File: config.mk
export PLATFORM = sky130hd
export DESIGN_NAME = imm_ext_arbiter
export DESIGN_NICKNAME = d
export VERILOG_FILES = /design/src/rtl/imm_ext_arbiter.sv
export SDC_FILE = /design/constraint.sdc
export NUM_CORES = 1
export LEC_CHECK = 0
export CELL_PAD_IN_SITES_DETAIL_PLACEMENT = 1
export CELL_PAD_IN_SITES_GLOBAL_PLACEMENT = 1
export CORE_ASPECT_RATIO = 0.6
export CORE_MARGIN = 8
export CORE_UTILIZATION = 31
export CTS_CLUSTER_DIAMETER = 50
export DETAILED_ROUTE_END_ITERATION = 6
export PLACE_DENSITY = 0.84
export SYNTH_ARGS = -nofsm -noshare
export SYNTH_HDL_FRONTEND = slang
export SYNTH_SLANG_ARGS = --single-unit
File: constraint.sdc
create_clock -name clock -period 1.8 [get_ports clock]
set_input_delay 0.18 -clock clock [delete_from_list [all_inputs] [get_ports clock]]
set_output_delay 0.18 -clock clock [all_outputs]
set_load 0.02 [all_outputs]
File: src/rtl/imm_ext_arbiter.sv
// Round-robin arbiter sharing one Nios II immediate extender between two requesters.
// Define IMM26_MODE_EN to make mode 11 produce the J-type imm26<<2 form.
module imm_ext_arbiter #(
  parameter bit PRIO_RESET = 1'b0,
  parameter int COUNT_W    = 16
) (
  input  logic               clock,
  input  logic               reset,
  input  logic               req0_valid,
  input  logic [31:0]        req0_inst,
  input  logic [1:0]         req0_mode,
  output logic               req0_ready,
  input  logic               req1_valid,
  input  logic [31:0]        req1_inst,
  input  logic [1:0]         req1_mode,
  output logic               req1_ready,
  output logic               ext_valid,
  output logic [31:0]        ext_data,
  output logic               ext_id,
  input  logic               ext_ready,
  output logic [COUNT_W-1:0] ops_count
);

  typedef enum logic {EMPTY, FULL} state_t;

  localparam logic [COUNT_W-1:0] ONE = 1;

  state_t             r_state;
  state_t             w_next;
  logic               r_last_grant;
  logic [31:0]        r_data;
  logic               r_id;
  logic [COUNT_W-1:0] r_count;

  logic        w_can_accept;
  logic        w_g0;
  logic        w_g1;
  logic        w_acc0;
  logic        w_acc1;
  logic        w_acc;
  logic [31:0] w_ext;

  function automatic logic [31:0] f_ext(
    input logic [31:0] inst,
    input logic [1:0]  mode
  );
    logic [15:0] imm;
    imm   = inst[21:6];
    f_ext = {{16{imm[15]}}, imm};
    case (mode)
      2'b01:   f_ext = {16'b0, imm};
      2'b10:   f_ext = {imm, 16'b0};
`ifdef IMM26_MODE_EN
      2'b11:   f_ext = {4'b0, inst[31:6], 2'b00};
`else
      2'b11:   f_ext = {{16{imm[15]}}, imm};
`endif
      default: f_ext = {{16{imm[15]}}, imm};
    endcase
  endfunction

  assign w_can_accept = ((r_state == EMPTY) | ext_ready) & ~reset;

  // On a tie, the requester that did not win last time goes next.
  assign w_g0 = req0_valid & (~req1_valid | r_last_grant);
  assign w_g1 = req1_valid & (~req0_valid | ~r_last_grant);

  assign req0_ready = w_g0 & w_can_accept;
  assign req1_ready = w_g1 & w_can_accept;

  assign w_acc0 = req0_valid & req0_ready;
  assign w_acc1 = req1_valid & req1_ready;
  assign w_acc  = w_acc0 | w_acc1;

  assign w_ext = w_acc1 ? f_ext(req1_inst, req1_mode)
                        : f_ext(req0_inst, req0_mode);

  always_ff @(posedge clock or posedge reset) begin
    if (reset) r_state <= EMPTY;
    else       r_state <= w_next;
  end

  always_comb begin
    w_next    = r_state;
    ext_valid = 1'b0;
    case (r_state)
      EMPTY: begin
        if (w_acc) w_next = FULL;
      end
      FULL: begin
        ext_valid = 1'b1;
        if (ext_ready && !w_acc) w_next = EMPTY;
      end
      default: w_next = EMPTY;
    endcase
  end

  always_ff @(posedge clock or posedge reset) begin
    if (reset) begin
      r_last_grant <= ~PRIO_RESET;
      r_data       <= 32'b0;
      r_id         <= 1'b0;
      r_count      <= '0;
    end else if (w_acc) begin
      r_last_grant <= w_acc1;
      r_data       <= w_ext;
      r_id         <= w_acc1;
      r_count      <= r_count + ONE;
    end
  end

  assign ext_data  = r_data;
  assign ext_id    = r_id;
  assign ops_count = r_count;

endmodule

==> results.yml <==
floorplanning:
  io-pin-count: 125
  die_x_um: 137
  start_util_pct: 32.1
  fp.dieH_um: 88.7
  row_count: 26
  core_area_um2: 8520
  die-area_um2: 12200
logic_synthesis:
  synth_compound_area_share_pct: 16.5
  yosys.area.top_type_share_pct: 45.8
  yosysWarnings: 0
  synth-seq-area-share_pct: 46.7
  synthFlopType: "dfrtp_1"
  syn_area_per_cell_um2: 11.0
  synth-simple-area-share_pct: 13.1
  netlist_instances: 248
  synth.mux.area_fraction_pct: 12.8
  yosysTopAreaCell: "dfrtp_1"
  synthAdderAreaFrac_pct: 2.29
  synthesis.nets: 326
  synth_top_family_by_area: "compound AO/OA/AOI/OAI gates"
  ys_types: 42
  yosys-top-cells-area: "dfrtp_1 46%, a21oi_1 6.6%, mux2i_1 6.2%"
  synth_edf_count: 0
  yosys_register_bits: 51
  synth_xor_area_share_pct: 4.81
  ys_async_sr_fraction_pct: 100
  syn_area_um2: 2730
sta:
  holdWs_ps: 439
  hold_viol: 0
  max_freq_mhz: 575
  setup_tns_ps: 0
  relSlewSlack_pct: 60.0
  worstMarginPinSlew_ps: 599
  slew_viol_final: 0
  skew_ps: 5.59
  rsz0062_at_grt: "no"
  finalSetupViolCount: 0
  period_share_pct: 96.7
  period_needed_ps: 1740
cells_and_area:
  layout-drive-gt1-share_pct: 23.2
  area.growth.synth_to_final_pct: 56.2
  final_net_count: 439
  fill_cells: 922
  final_area_um2: 4270
  diodes: 0
routing:
  first_iter_violations: 109
  vias_per_cell: 5.17
  wire_per_inst_um: 20.9
  remaining_drc_errors: 0
  vias: 2449
  drt-total-wl_mm: 9.89
  antenna_left: 0
  dr.pass1.iters: 4
global_route:
  grt_overflow: 0
  grt_pass1_vias: 2790
  grt_start_max_net_pins: 20
  grt_pass1_wl_mm: 15.8
  grtUsageTotal_pct: 17.0
  antenna_found_initial: 0
critical_path:
  required_ps: 1980
  critPathMaxFanout: 15
  end_kind: "register"
  critPathArrivalTime_ps: 1920
  crit_type: "input pin to register"
  start_kind: "input pin"
outcome:
  status: "finished clean"
hold_path:
  hp-class: "input pin to asynchronous set/reset pin"
placement:
  gp_congestion: 0.782
  dpl.hpwl_mm: 7.23
  io_buffers: 92
  placed_area_um2: 4050
run:
  maxCapViolCount: 0
power_and_ir_drop:
  irDropWorstVdd_uv: 429
  power.density_nw_per_um2: 980
  leakage_uw: 0.00184
clocking:
  cts_tree: "done"
  cts_setup_buffers: 0
  cts.reportedPaths.clkPinSlew_ps: 70
  cts_root_buf: "clkbuf_16"
  holdBufCountCts: 0
  cts_max_level: 2
  cts_buffers: 5
  clockBufferDepth: 2
  cts.sinks: 51
  worstSkewPairLatency_ps: 300
worst max-delay path: stages:
cell and delay [ps]:
clkdlybuf4s50_1 510, inv_1 90, ha_4 250, and2_1 180, buf_12 160, a21oi_1 150
mux2i_1 110, mux2_2 270
cells in the mapped netlist (8+ instances only):
master and instances:
dfrtp_1 50, a21oi_1 36, a21oi_2 10, mux2i_1 17
nor2_1 19, mux2_2 12, clkbuf_1 8, nand4_1 8
xnor2_1 11, a22oi_1 16
cell type report:
class,count,area [um^2],area share (%)
Clock buffer,5,125,2.93
Clock inverter,3,15.0,0.351
Inverter,7,26.3,0.615
Multi-Input combinational cell,176,1420,33.1
Sequential cell,51,1280,29.9
Tap cell,112,140,3.28
Timing Repair Buffer,120,1270,29.8
sequential cells by signal, summed over array words and instances (netlist names):
| name | count |
|---|---|
| ops_count | 16 |
| r_last_grant | 1 |
| ext_id | 1 |
| r_state | 1 |
| ext_data | 32 |
power by group:
part           switching, uW  internal [uW]  total (uW)
Clock                    443            509         952
Sequential               227           1380        1610
Combinational            806            823        1630
Total                   1480           2710        4190
kinds of logic (layout without fill, tap and decap cells):
family | count (synthesis) | in the layout
simple gates | 54 | 54
mux | 33 | 33
buf+inv | 21 | 135
xor+xnor | 15 | 15
fa+ha+maj | 5 | 5
compound gates | 69 | 69
flops | 51 | 51
final timing paths:
path	to	slack [ps]	cells after the start	startpoint
worst min-delay path	ext_data[31]	440	3	reset
worst max register to register	ext_data[7]	120	4	r_last_grant
min in group clock	ops_count[15]	480	1	ops_count[15]
worst max-delay path	ext_data[24]	60	8	req1_mode[0]
max in group asynchronous	ext_data[20]	1090	3	reset
worst min register to register	ops_count[15]	480	1	ops_count[15]
per-layer routing:
metal	up-vias	share of wire (%)	GRT usage [%]
met4	0	1.1	4.22
met2	80	44	27.6
li1	1120	-	-
met1	1239	47	21.5
met3	10	7.7	5.67
met5	-	0	0
cells in the final DEF (no fill, tap or decap), types with 2 or more instances in the layout:
| master | count |
|---|---|
| a21o_1 | 2 |
| nand4_1 | 8 |
| nand2_1 | 5 |
| nand3_1 | 2 |
| mux2_1 | 3 |
| and4_1 | 2 |
| xnor2_1 | 11 |
| dfrtp_1 | 50 |
| dlygate4sd2_1 | 3 |
| nor2b_1 | 2 |
| clkbuf_16 | 5 |
| inv_1 | 5 |
| a21oi_1 | 28 |
| inv_2 | 2 |
| clkinv_2 | 3 |
| a22oi_1 | 16 |
| a21oi_2 | 18 |
| nor2_1 | 19 |
| mux2_2 | 12 |
| mux2i_1 | 17 |
| buf_12 | 10 |
| and2_1 | 2 |
| buf_4 | 17 |
| xor2_1 | 4 |
| clkdlybuf4s50_1 | 88 |
| ha_1 | 4 |
per-stage QoR:
step                      util (%)  total power (uW)  std cells  worst slack (ps)
after floorplan                  -              2350        248              10.1
after global placement        47.5              3160        465              -510
after detailed placement      47.5              3230        465              -632
after CTS                     50.1              4240        474              2.95
after global routing          50.1              4410        474              15.3
final                         50.1              4190        474              60.2
timing repair:
item,CTS,global route
resized for setup,17,3
setup endpoints to repair,25,2
pin swaps,1,0
cloned,1,0
Power figures use the tool's default switching activity.
